### config.mk
export PLATFORM = sky130hd
export DESIGN_NAME = mybus_rx_deser
export DESIGN_NICKNAME = d
export VERILOG_FILES = /design/src/rtl/mybus_pkg.sv /design/src/rtl/mybus_rx_fifo.sv /design/src/rtl/mybus_rx_deser.sv
export SDC_FILE = /design/constraint.sdc
export NUM_CORES = 1
export LEC_CHECK = 0
export BUFFER_PORTS_ARGS = -buffer_cell sky130_fd_sc_hd__buf_2
export CORE_MARGIN = 2
export CORE_UTILIZATION = 50
export DETAILED_ROUTE_END_ITERATION = 8
export PLACE_DENSITY = 0.69
export SYNTH_ARGS = -nofsm -noshare
export SYNTH_HDL_FRONTEND = slang
export SYNTH_SLANG_ARGS = --single-unit
### constraint.sdc
create_clock -name ck -period 2.45 [get_ports ck]
set_clock_uncertainty 0.1 [all_clocks]
set_input_delay 0.245 -clock ck [delete_from_list [all_inputs] [get_ports ck]]
set_output_delay 0.245 -clock ck [all_outputs]
set_load 0.01 [all_outputs]
### src/rtl/mybus_pkg.sv
// mybus_pkg: shared receive-path types and default sizing for the MyBus deserialiser.
package mybus_pkg;
    typedef enum logic {IDLE, SHIFT} rx_state_e;
    localparam int MYBUS_WORD_W     = 8;
    localparam int MYBUS_RX_TIMEOUT = 15;
    localparam int MYBUS_RX_DEPTH   = 2;
endpackage

### src/rtl/mybus_rx_fifo.sv
// mybus_rx_fifo: synchronous word FIFO; pointers carry a wrap bit to tell full from empty.
module mybus_rx_fifo
    import mybus_pkg::*;
#(
    parameter int DEPTH = MYBUS_RX_DEPTH,
    parameter int W     = MYBUS_WORD_W
) (
    input  logic         ck,
    input  logic         arst,
    input  logic         push,
    input  logic [W-1:0] din,
    input  logic         pop,
    output logic         full,
    output logic         empty,
    output logic [W-1:0] head
);
    localparam int AW = $clog2(DEPTH);
    logic [AW:0]  wr, rd;
    logic [W-1:0] mem [DEPTH];
    logic         pop_ok, push_ok;
    assign empty   = wr == rd;
    assign full    = (wr[AW] != rd[AW]) && (wr[AW-1:0] == rd[AW-1:0]);
    assign head    = mem[rd[AW-1:0]];
    assign pop_ok  = pop && !empty;
    // a pop on the same edge frees the slot a full FIFO would otherwise refuse
    assign push_ok = push && (!full || pop_ok);
    always_ff @(posedge ck) begin
        if (!arst) begin
            wr <= '0;
            rd <= '0;
            for (int i = 0; i < DEPTH; i++) mem[i] <= '0;
        end else begin
            if (push_ok) begin
                mem[wr[AW-1:0]] <= din;
                wr <= wr + 1'b1;
            end
            if (pop_ok) rd <= rd + 1'b1;
        end
    end
endmodule

### src/rtl/mybus_rx_deser.sv
// mybus_rx_deser: LSB-first serial-to-word receiver with gap timeout, isolation discard
// and a small output FIFO behind valid/ready.
module mybus_rx_deser
    import mybus_pkg::*;
#(
    parameter int WIDTH      = MYBUS_WORD_W,
    parameter int TIMEOUT    = MYBUS_RX_TIMEOUT,
    parameter int FIFO_DEPTH = MYBUS_RX_DEPTH
) (
    input  logic             ck,
    input  logic             arst,
    input  logic             isolate_src,
    input  logic             execute,
    input  logic             data_tx,
    output logic [WIDTH-1:0] word_o,
    output logic             word_valid,
    input  logic             word_ready,
    output logic             busy,
    output logic             overflow_o,
    output logic             timeout_o
);
    localparam int CW = $clog2(WIDTH);
    localparam int GW = $clog2(TIMEOUT + 1);
    rx_state_e        state, state_n;
    logic [CW-1:0]    cnt, cnt_n;
    logic [GW-1:0]    gap, gap_n;
    logic [WIDTH-2:0] sreg, sreg_n;
    logic             done, abort, push_q, full, empty;
    logic [WIDTH-1:0] push_word;
    always_comb begin
        state_n = state;
        cnt_n   = cnt;
        gap_n   = gap;
        sreg_n  = sreg;
        done    = 1'b0;
        abort   = 1'b0;
        if (isolate_src) begin
            state_n = IDLE;
            cnt_n   = '0;
            gap_n   = '0;
        end else if (state == IDLE) begin
            if (execute) begin
                sreg_n[0] = data_tx;
                cnt_n     = CW'(1);
                gap_n     = '0;
                state_n   = SHIFT;
            end
        end else if (execute) begin
            gap_n = '0;
            if (cnt == CW'(WIDTH - 1)) begin
                done    = 1'b1;
                cnt_n   = '0;
                state_n = IDLE;
            end else begin
                sreg_n[cnt] = data_tx;
                cnt_n       = cnt + CW'(1);
            end
        end else if (gap == GW'(TIMEOUT - 1)) begin
            abort   = 1'b1;
            cnt_n   = '0;
            gap_n   = '0;
            state_n = IDLE;
        end else begin
            gap_n = gap + GW'(1);
        end
    end
    // completed word is pushed one edge later; overflow is judged at that push edge
    always_ff @(posedge ck) begin
        if (!arst) begin
            state      <= IDLE;
            cnt        <= '0;
            gap        <= '0;
            sreg       <= '0;
            push_q     <= 1'b0;
            push_word  <= '0;
            overflow_o <= 1'b0;
            timeout_o  <= 1'b0;
        end else begin
            state      <= state_n;
            cnt        <= cnt_n;
            gap        <= gap_n;
            sreg       <= sreg_n;
            push_q     <= done;
            push_word  <= {data_tx, sreg};
            overflow_o <= push_q && full && !word_ready;
            timeout_o  <= abort;
        end
    end
    assign busy       = state == SHIFT;
    assign word_valid = !empty;
    mybus_rx_fifo #(.DEPTH(FIFO_DEPTH), .W(WIDTH)) u_fifo (
        .ck    (ck),
        .arst  (arst),
        .push  (push_q),
        .din   (push_word),
        .pop   (word_ready),
        .full  (full),
        .empty (empty),
        .head  (word_o)
    );
endmodule

* Word-level counts from Yosys, hierarchy flattened
Memory sizes are Yosys's and may differ from the RTL's. A register that Yosys moved wholly into a read port is not among the register bits. Cells that the tools add are included.
Storage, ports and cells: register bits 30, bits in latches 0, memory bits (writable) 16, bits in read-only memories 0, bits of input ports 6, output and inout port bits 12, logic and storage cells 80, memories kept 1
Operators by class: add/sub/neg operators 4, $mul 0, div/mod/pow operators 0, $lt $le $gt $ge 2, equal/unequal tests 6, shift operators 0, muxes and demuxes 32, bitwise operators 5, reductions and logical operators 19
Memories:
- u_fifo.mem | words 2, bits a word 8, rd ports 1, clocked after Yosys merged registers in 1, write ports 2, RTL line mybus_rx_fifo.sv:19 | logic [W-1:0] mem [DEPTH];
Operator list (number):
- $mux W1 | 20
- $mux W4 | 4
- $mux W3 | 5
- $mux W8 | 1
- $reduce_or A4 Y1 | 2
- $reduce_or A8 Y1 | 1
- $bwmux W7 | 1
- $logic_and A1 B1 Y1 | 6
- $not A1 Y1 | 5
- $add A2 B1 Y2 const B | 2
- $add A4 B1 Y4 const B | 1
- $eq A4 B4 Y1 const B | 1
- $lt A3 B4 Y1 const B | 1
- $reduce_and A4 Y1 | 1
- $reduce_bool A2 Y1 | 2
- $add A3 B1 Y3 const B | 1
- $demux W1 S3 | 1
- $eq A3 B3 Y1 const B | 1
- $ge A3 B1 Y1 const B | 1
- $logic_not A1 Y1 | 3
- $reduce_and A3 Y1 | 1
- $eq A2 B2 Y1 | 1
- $ne A2 B2 Y1 const B | 1
- $reduce_and A2 Y1 | 1
- 4 further kinds | 4

* Longest topological paths before layout
depth after elaboration 10, gate-level depth with buffers 5

* Cells and area by module
From an unflattened synthesis, not the netlist that was laid out.
Second synthesis, totals: cells, all modules 186, area total of the unflattened synthesis 2067.0 um^2
Modules (own cells, without submodules):
- mybus_rx_deser | times used 1, cells an instance 98, area each 1042.2 um^2
- mybus_rx_fifo | times used 1, cells an instance 88, area each 1024.7 um^2

* Least setup slack after synthesis
No wires, ideal clock.
kind register to register, from register u_fifo.wr[1], to memory u_fifo.mem[1][0] in the netlist's numbering (enable), arrival time 1.354 ns, data required time 1.966 ns, setup slack 0.612 ns, cell stages (with the launch flop) 4, cells stage by stage dfxtp_1 -> xnor2_1 -> nor2_1 -> o21ai_0
RTL lines:
- start, declared | RTL line mybus_rx_fifo.sv:18 | logic [AW:0] wr, rd;
- start signal, assigned | RTL line mybus_rx_fifo.sv:35 | wr <= wr + 1'b1;
- end, declared | RTL line mybus_rx_fifo.sv:19

* Worst setup path in the final report
from register cnt[0], to register sreg[4]
Between the ends: cells in the longest elaborated chain, start to end 5
RTL lines:
- start, declared | RTL line mybus_rx_deser.sv:25 | logic [CW-1:0] cnt, cnt_n;
- start signal, assigned | RTL line mybus_rx_deser.sv:80 | cnt <= cnt_n;
- $lt A3 B4 Y1 (not written as such) or $ge A3 B1 Y1 (tied branches) | RTL line mybus_rx_deser.sv:55 | sreg_n[cnt] = data_tx;
- $logic_and A1 B1 Y1 (not written as such) | RTL line mybus_rx_deser.sv:55
- $mux W1 (not written as such) | RTL line mybus_rx_deser.sv:55
- $demux W1 S3 | RTL line mybus_rx_deser.sv:55
- $bwmux W7 | RTL line mybus_rx_deser.sv:55
- end signal, assigned | RTL line mybus_rx_deser.sv:82 | sreg <= sreg_n;
- end, declared | RTL line mybus_rx_deser.sv:27 | logic [WIDTH-2:0] sreg, sreg_n;
Several ways; a longest one is shown, not always the timed one. A chain may end at the register's enable or synchronous reset.

==> impl_metrics.env <==
export IMPL_postSynthAreaPerCell_sq_um=11.5
export IMPL_finalCriticalPeriod_ns=1.95
export IMPL_final_setup_viol_count=0
export IMPL_tightest_slew_ns=0.464
export IMPL_grt_pass1_wl_um=5480
export IMPL_drt_wl_total_um=3270
export IMPL_cap_violations=0
export IMPL_layout_drive_gt1_share_pct=23.9
export IMPL_tritoncts_num_buffers=5
export IMPL_synth_top_area_share_pct=30.6
export IMPL_place_area_sq_um=2160
export IMPL_drt_iter0_markers=71
export IMPL_floorplan_core_area_sq_um=3940
export IMPL_finalNetCount=206
export IMPL_globalRoute_totalOverflow=0
export IMPL_synth_top_cells_by_count="31 x sky130_fd_sc_hd__dfxtp_1, 23 x sky130_fd_sc_hd__and2_1, 16 x sky130_fd_sc_hd__edfxtp_1"
export IMPL_top_count_cell_post_synth="sky130_fd_sc_hd__dfxtp_1"
export IMPL_grt_setup_unrepaired="no"
export IMPL_ys_types=38
export IMPL_post_layout_total_power_uw=1350
export IMPL_netlist_top_cells_area="sky130_fd_sc_hd__dfxtp_1 31%, sky130_fd_sc_hd__edfxtp_1 24%, sky130_fd_sc_hd__mux2_2 7.2%, sky130_fd_sc_hd__and2_1 7.1%, sky130_fd_sc_hd__ha_1 2.5%"
export IMPL_syn2layout_area_growth_pct=11.0
export IMPL_cts_tree="yes"
export IMPL_worstSkewPairLatency_ns=0.30
export IMPL_worstHoldPathType="primary input to flop"
export IMPL_clkTransAtPathRegs_ns=0.09
export IMPL_hpwl_reported_at_the_end_of_detailed_placement_um=2350
export IMPL_timing_hold_violations_final=0
export IMPL_htree_num_levels=2
export IMPL_p_per_cell_area_nw_per_um2=598
export IMPL_flops_latches_synth=47
export IMPL_number_of_pins_exceeding_their_max_slew_limit_in_the_final_report=0
export IMPL_number_of_antenna_repair_diodes=0
export IMPL_worstPathRequired_ns=2.55
export IMPL_timing_fmax_mhz=513
export IMPL_setup_worst_path_class="flop to flop"
export IMPL_synth_edf_count=16
export IMPL_post_cts_setup_buffer_count=0
export IMPL_cts_hold_fix_bufs=0
export IMPL_detailedPlace_worstSlack_ns=0.528
export IMPL_grt_pass1_vias=1233
export IMPL_synth_cells=177
export IMPL_synth_warning_count=0
export IMPL_post_synth_instance_area_sq_um=2030
export IMPL_route_vias_total=1310
export IMPL_fp_row_count=23
export IMPL_leakagePower_uw=0.000846
export IMPL_drtPass1Iterations=4
export IMPL_hold_ws_ns=0.139
export IMPL_portBuffers=17
export IMPL_routabilityCongestion=0.782
export IMPL_antenna_violating_nets_post_route=0
export IMPL_antenna_found_initial=0
export IMPL_drt_vias_per_instance=5.30
export IMPL_async_flop_share_pct=0
export IMPL_grt_max_degree=19
export IMPL_cts_sink_count=47
export IMPL_final_design_area_no_fill_sq_um=2250
export IMPL_worst_setup_path_end_kind="flop"
export IMPL_ctsRootBufferMaster="sky130_fd_sc_hd__clkbuf_8"
export IMPL_floorplan_initialDensity_pct=51.4
export IMPL_maxSlewHeadroom_pct=69.0
export IMPL_ctsLongestPathBuffers=2
export IMPL_fraction_of_the_yosys_area_taken_by_sequential_cells_pct=54.3
export IMPL_postCtsResizedCells=0
export IMPL_run_status="finished clean"
export IMPL_least_setup_slack_across_all_paths_after_layout_ns=0.502
export IMPL_critPathLaunchType="flop"
export IMPL_finalCritPeriodShare_pct=79.5
export IMPL_wl_per_cell_um=13.2
export IMPL_totalNegativeSetupSlack_ns=0
export IMPL_post_synth_top_area_cell="sky130_fd_sc_hd__dfxtp_1"
export IMPL_io_pins=18
export IMPL_synth_nets=187
export IMPL_design_die_area_sq_um=4580
export IMPL_worst_ir_drop_vdd_mv=0.346
export IMPL_route_detailed_drc=0
export IMPL_critical_path_peak_fanout=10
export IMPL_die_h_um=67.7
export IMPL_die_width_um=67.7
export IMPL_crit_arrival_ns=2.05
export IMPL_track_usage_pct=16.4
export IMPL_ys_dominant_reg_cell="sky130_fd_sc_hd__dfxtp_1"
[per-stage QoR]
step	utilization, %	std cells
after floorplan	-	177
after global placement	54.7	239
after detailed placement	54.7	239
after CTS	57.1	247
after global routing	57.1	247
final	57.1	247
[final timing paths]
kind,start,endpoint,slack [ns],depth (start not counted)
min reg2reg,sreg[2],push_word[2],0.36,1
max,cnt[0],sreg[4],0.50,5
min,word_ready,overflow_o,0.14,2
max reg2reg,cnt[0],sreg[4],0.50,5
[logic make-up after synthesis]
family / synth area share, %
adder cells (fa/ha/maj): 2.47
buffers and inverters: 2.53
XOR/XNOR: 1.67
AND/OR/NAND/NOR: 22.7
AO/OA/AOI/OAI: 7.53
multiplexers: 8.83
flip-flops: 54.3
[report_power, final]
group | switching, uW | internal [uW] | total (uW)
clock | 267 | 204 | 471
combinational | 31.9 | 20.7 | 52.6
sequential | 5.30 | 817 | 823
total | 304 | 1040 | 1350
[state kept, by name, summed over array words and instances, names as in the netlist, named ones only]
name / cells
busy: 1
cnt: 3
gap: 4
overflow_o: 1
push_q: 1
push_word: 8
sreg: 7
timeout_o: 1
u_fifo.mem: 16
u_fifo.rd: 2
u_fifo.wr: 2
[layer usage]
metal,up-vias,part of all wire (%),track usage [%]
met2,31,49,26.6
met4,0,2.0,8.67
met1,602,44,19.1
li1,672,-,-
met5,-,0,0
met3,5,5.0,5.50
[cell type report]
cell class	count	area (sq um)
fill	327	1690
multi-input combinational	118	875
timing repair buffer	19	100
inverter	5	18.8
clock buffer	5	68.8
tap	50	62.6
clock inverter	3	23.8
sequential	47	1100
[critical path, stage by stage, from the launching register on]
cell and delay [ns]:
sky130_fd_sc_hd__dfxtp_1 0.39, sky130_fd_sc_hd__ha_1 0.23, sky130_fd_sc_hd__ha_1 0.22, sky130_fd_sc_hd__and4bb_4 0.35, sky130_fd_sc_hd__and4bb_2 0.24, sky130_fd_sc_hd__mux2_1 0.31
[layout by cell type, fill, tap and decap left out, drive strengths merged]
cell,instances
inv,6
nor2b,2
nor2,6
clkbuf,5
dfxtp,31
mux2,15
a211oi,1
o211ai,1
ha,4
edfxtp,16
clkinvlp,2
mux2i,1
nor3,2
a21oi,8
and2,23
and4bb,3
buf,19
nand4b,3
or3,2
nor4b,1
o21ai,3
nand3b,4
nand2b,7
o41ai,1
nand2,6
or2,1
nand4,3
nor3b,2
nand3,9
a31oi,4
a311oi,2
a41oi,1
xor2,1
xnor2,2
(Power assumes the default switching activity.)
